--- config.mk ---
export PLATFORM = sky130hd
export DESIGN_NAME = decoder3_8_stream_flat
export DESIGN_NICKNAME = d
export VERILOG_FILES = /design/src/rtl/decoder3_8_stream_if.sv /design/src/rtl/decoder3_8_stream.sv /design/src/flat_wrapper.sv
export SDC_FILE = /design/constraint.sdc
export NUM_CORES = 1
export LEC_CHECK = 0
export CORE_MARGIN = 8
export CORE_UTILIZATION = 50
export CTS_CLUSTER_DIAMETER = 80
export CTS_CLUSTER_SIZE = 20
export DETAILED_ROUTE_END_ITERATION = 16
export GPL_ROUTABILITY_DRIVEN = 0
export GPL_TIMING_DRIVEN = 0
export PLACE_DENSITY = 0.76
export SKIP_CTS_REPAIR_TIMING = 1
export SYNTH_ARGS = -nofsm -noshare
export SYNTH_HDL_FRONTEND = slang
export SYNTH_SLANG_ARGS = --single-unit
--- constraint.sdc ---
create_clock -name clk -period 5.18 [get_ports clk]
set_clock_uncertainty 0.2 [all_clocks]
set_input_delay 0.777 -clock clk [delete_from_list [all_inputs] [get_ports clk]]
set_output_delay 0.777 -clock clk [all_outputs]
set_load 0.02 [all_outputs]
--- src/rtl/decoder3_8_stream_if.sv ---
`default_nettype none
// ============================================================================
// Module   : decoder3_8_stream_if
// Purpose  : Stream bundle for the registered 3-to-8 decoder. It carries the
//            input code stream (En/Din with valid/ready) and the decoded
//            one-hot output stream (Do with valid/ready).
// Modports : master - drives codes in and consumes decoded words (producer/sink)
//            slave  - the decoder side
// Signals  : En, Din[2:0], Din_valid -> ; Din_ready <-
//            Do[7:0], Do_valid <- ; Do_ready ->   (arrows seen from master)
// Revision : 1.0 initial release
// ============================================================================
interface decoder3_8_stream_if;
  logic       En;
  logic [2:0] Din;
  logic       Din_valid;
  logic       Din_ready;
  logic [7:0] Do;
  logic       Do_valid;
  logic       Do_ready;

  modport master (
    output En, Din, Din_valid, Do_ready,
    input  Din_ready, Do, Do_valid
  );

  modport slave (
    input  En, Din, Din_valid, Do_ready,
    output Din_ready, Do, Do_valid
  );
endinterface
`default_nettype wire

--- src/rtl/decoder3_8_stream.sv ---
`default_nettype none
// ============================================================================
// Module   : decoder3_8_stream
// Purpose  : Registered 3-to-8 one-hot decoder with valid/ready flow control.
//            A main output register plus one skid register give full
//            throughput while Din_ready comes straight from a flop.
// Ports    : clk    - rising-edge clock
//            rst    - asynchronous active-high reset
//            bus    - decoder3_8_stream_if.slave (En/Din/Din_valid/Din_ready,
//                     Do/Do_valid/Do_ready)
//            Dcount - 16-bit output-transfer counter (only when
//                     DECODER3_8_STATS_EN is defined)
// Options  : DECODER3_8_STATS_EN - adds the Dcount statistics port
// Revision : 1.0 initial release
// ============================================================================
module decoder3_8_stream (
  input  wire                        clk,
  input  wire                        rst,
  decoder3_8_stream_if.slave         bus
`ifdef DECODER3_8_STATS_EN
  ,
  output logic [15:0]                Dcount
`endif
);

  typedef enum logic [1:0] {
    ST_EMPTY = 2'd0,   // main invalid, skid invalid
    ST_FULL  = 2'd1,   // main valid,   skid invalid
    ST_SKID  = 2'd2    // main valid,   skid valid
  } state_t;

  state_t     r_state;
  logic [7:0] r_do;
  logic       r_do_valid;
  logic [7:0] r_skid;
  logic       r_din_ready;   // registered copy of "skid not valid"

  logic       w_accept;
  logic       w_out_xfer;
  logic [7:0] w_word;

  assign w_accept   = bus.Din_valid & r_din_ready;
  assign w_out_xfer = r_do_valid & bus.Do_ready;
  // Decode at accept time so a later En change cannot touch a stored word.
  assign w_word     = bus.En ? (8'b1 << bus.Din) : 8'h00;

  always_ff @(posedge clk or posedge rst) begin
    if (rst) begin
      r_state     <= ST_EMPTY;
      r_do        <= 8'h00;
      r_do_valid  <= 1'b0;
      r_skid      <= 8'h00;
      r_din_ready <= 1'b1;
    end else begin
      case (r_state)
        ST_EMPTY: begin
          if (w_accept) begin
            r_do       <= w_word;
            r_do_valid <= 1'b1;
            r_state    <= ST_FULL;
          end
        end
        ST_FULL: begin
          if (w_accept && w_out_xfer) begin
            // Main drains and refills on the same edge.
            r_do <= w_word;
          end else if (w_accept) begin
            r_skid      <= w_word;
            r_din_ready <= 1'b0;
            r_state     <= ST_SKID;
          end else if (w_out_xfer) begin
            r_do_valid <= 1'b0;
            r_state    <= ST_EMPTY;
          end
        end
        ST_SKID: begin
          // Din_ready is low here, so only the output side can move.
          if (w_out_xfer) begin
            r_do        <= r_skid;
            r_din_ready <= 1'b1;
            r_state     <= ST_FULL;
          end
        end
        default: begin
          r_state     <= ST_EMPTY;
          r_do_valid  <= 1'b0;
          r_din_ready <= 1'b1;
        end
      endcase
    end
  end

  assign bus.Do        = r_do;
  assign bus.Do_valid  = r_do_valid;
  assign bus.Din_ready = r_din_ready;

`ifdef DECODER3_8_STATS_EN
  logic [15:0] r_dcount;

  // Free-running 16-bit count of output transfers; wraps naturally.
  always_ff @(posedge clk or posedge rst) begin
    if (rst) begin
      r_dcount <= 16'h0000;
    end else if (w_out_xfer) begin
      r_dcount <= r_dcount + 16'd1;
    end
  end

  assign Dcount = r_dcount;
`endif

endmodule
`default_nettype wire

--- src/flat_wrapper.sv ---
// flat-port wrapper written by rule: the top's interface ports become plain ports
module decoder3_8_stream_flat 
  (clk, rst, bus_En, bus_Din, bus_Din_valid, bus_Do_ready, bus_Din_ready, bus_Do, bus_Do_valid);
  decoder3_8_stream_if bus_i ();
  input  wire clk;
  input  wire rst;
  input wire logic [$bits(bus_i.En)-1:0] bus_En;
  input wire logic [$bits(bus_i.Din)-1:0] bus_Din;
  input wire logic [$bits(bus_i.Din_valid)-1:0] bus_Din_valid;
  input wire logic [$bits(bus_i.Do_ready)-1:0] bus_Do_ready;
  output wire logic [$bits(bus_i.Din_ready)-1:0] bus_Din_ready;
  output wire logic [$bits(bus_i.Do)-1:0] bus_Do;
  output wire logic [$bits(bus_i.Do_valid)-1:0] bus_Do_valid;
  assign bus_i.En = bus_En;
  assign bus_i.Din = bus_Din;
  assign bus_i.Din_valid = bus_Din_valid;
  assign bus_i.Do_ready = bus_Do_ready;
  assign bus_Din_ready = bus_i.Din_ready;
  assign bus_Do = bus_i.Do;
  assign bus_Do_valid = bus_i.Do_valid;
  decoder3_8_stream u_core (.clk(clk), .rst(rst), .bus(bus_i));
endmodule
==> results.ini <==
[yosys]
ys_seq_area_share_pct=47.9
syn_inst=74
yosysTopAreaCellShare_pct=45.4
synthTopCellsByArea=dfrtp_1 (45%), mux2_2 (17%), mux2_4 (11%)
synth.avg_cell_area_um2=14.2
synth-seq-cells=20
netlist_area_um2=1050
synth_top_area_cell=dfrtp_1
ys_warn_count=0
yosysUniqueCellTypes=27
synth_fp_nets=82

[power]
pwr_density_cell_nw_per_um2=283
cellLeakagePower_uw=0.000617
ir_worst_vdd_mv=0.227

[worst_setup_path]
path_delay_family=buffers and inverters
reg2reg_slack_ns=3.35
cp_num_buf_inv=1
path_max_fanout=7
reg2regPathDepth=3
r2r-start=u_core.bus.Din_ready
cp_cell_sequence=clkdlybuf4s50_1
r2r-end=u_core.bus.Do[3]
critPathCaptureType=output pin
max_stage_delay_ns=0.62
cp.required_ns=4.20
cp-start-kind=flip-flop
cp.arrival_ns=1.53
cp_slowest_cell=clkdlybuf4s50_1
path_class=reg -> out

[global_routing]
grt-ovfl-total=0
grt_max_degree=21
grt_pass1_wl_um=3320
grt_usage_pct=12.2
grt_pass1_vias=720
antenna_found_initial=0

[finish]
antenna_cells=0
stdcell_count=122
nNetsFinal=104
final-seq-area_um2=502
multiInputGateArea_um2=519
final_cell_mix=dfrtp_1 (19), clkdlybuf4s50_1 (17), mux2_2 (16), mux2_4 (8)
drive_above_1_share_pct=34.7
final_common_cell=dfrtp_1
fillers=167
area_growth_syn_to_layout_pct=22.9

[hold_path]
hold_path_class=reg -> reg
whs_endpoint=u_core.bus.Do[6]
hold_start=u_core.bus.Do[6]
worstHoldPathCells=1

[outcome]
status=completed

[job]
cap_violations=0

[clocking]
root_buffer=clkbuf_4
clk_latency_ns=0.31
clkTransAtPathRegs_ns=0.12
cts.sinks=20
h-tree-depth=1
ctsLongestPathBuffers=2
cts_tree=built
numCtsBuffers=3

[timing]
finalSetupTns_ns=0
period_minus_slack_ns=2.51
rsz0062_at_grt=no
drv_slew=0
tightest_slew_ns=0.767
finalHoldViolCount=0
setup_viol=0
fmax_mhz=398
relSlewSlack_pct=48.8
min_period_over_period_pct=48.5

[floorplanning]
fp.dieH_um=61.8
io_pins=18
initial_utilization_pct=53.4
die_w_um=61.8
dieArea_um2=3810
core_area_um2=1960
rows=16

[detailed_routing]
wire_per_inst_um=17.1
antenna_left=0
drc_errors=0
wirelength_um=2080
via_per_inst=5.62
firstDrtPassIters=4
drt_iter0_drc=10
num_vias=686

[place]
port_buffers=17
dp_hpwl_um=1470
dp_cells=118

==> kinds of logic (layout without fill, tap and decap cells) <==
family	count (synthesis)	count (layout)	share of synthesized area [%]
AOI/OAI and AO/OA	9	9	7.65
buffers and inverters	4	25	2.51
DFF	20	20	47.9
muxes	24	24	28.7
and+or+nand+nor	17	17	13.3
==> stage by stage <==
| step | power, uW | hold slack (ns) | area [um^2] | util (%) | worst slack (ns) |
|---|---|---|---|---|---|
| 2_1_floorplan | 229 | 0.280 | 1050 | - | 3.29 |
| 3_3_place_gp | 273 | 0.287 | 1250 | 63.8 | 2.62 |
| 3_5_place_dp | 276 | 0.295 | 1250 | 63.8 | 2.57 |
| 4_1_cts | 369 | 0.321 | 1290 | 65.6 | 2.66 |
| 5_1_grt | 381 | 0.338 | 1290 | 65.6 | 2.63 |
| 6_report | 364 | 0.315 | 1290 | 65.6 | 2.67 |
==> report_power, final <==
group	switching (uW)	total, uW	internal [uW]
Sequential	8.65	183	174
Combinational	39.7	87.8	48.2
Clock	50.2	93.1	42.9
==> final cells by class <==
type	count	area share (%)
Timing Repair Buffer	17	13.2
Inverter	2	0.583
Tap cell	27	2.62
Multi-Input combinational cell	50	40.3
Buffer	2	1.46
Clock buffer	4	2.82
Sequential cell	20	39.0
==> flip-flops by register name, indices dropped and copies added (netlist names) <==
| name | flops |
|---|---|
| u_core.r_skid | 8 |
| u_core.r_state | 2 |
| u_core.bus.Din_ready | 1 |
| u_core.bus.Do | 8 |
| u_core.bus.Do_valid | 1 |
==> worst reg2reg max path, delay by kind of cell, from the launching register on <==
family	cells	cell delay [ns]
flip-flops	1	0.60
multiplexers	1	0.39
AO/OA/AOI/OAI	1	0.37
AND/OR/NAND/NOR	1	0.16
==> per-layer routing <==
metal	track usage [%]	share of wire [%]	up-vias
met5	0	0	-
met2	20.8	52	12
met1	13.2	41	342
met4	7.14	1.9	0
li1	-	-	327
met3	3.29	4.7	5
==> worst max path at each step <==
stage	startpoint	endpoint	slack, ns	cells past startpoint
after floorplan	bus_Do_ready	u_core.bus.Do[0]	3.29	3
after global placement	bus_Do_ready	u_core.bus.Do[6]	2.62	4
after detailed placement	bus_Din_valid	u_core.bus.Do[4]	2.57	4
after CTS	u_core.bus.Din_ready	bus_Din_ready	2.66	1
after global routing	u_core.bus.Din_ready	bus_Din_ready	2.63	1
final	u_core.bus.Din_ready	bus_Din_ready	2.67	1
==> Yosys cell counts <==
cell,number
inv_1,2
a21boi_1,1
nor2_1,1
o21ai_0,2
nand4_1,1
mux2_4,8
dfrtp_1,19
nand2b_1,1
and2_1,1
a21boi_0,2
nand2_2,1
buf_6,1
o32a_1,1
nand2_1,1
and4_1,1
nor4b_1,1
a211o_1,1
o211ai_1,1
nor4bb_1,3
nand4b_1,1
mux2_2,16
o211ai_4,1
dfstp_2,1
buf_4,1
and4b_1,3
and3b_1,1
nand4bb_1,1
Note: power is estimated with default switching activity, not from simulation.
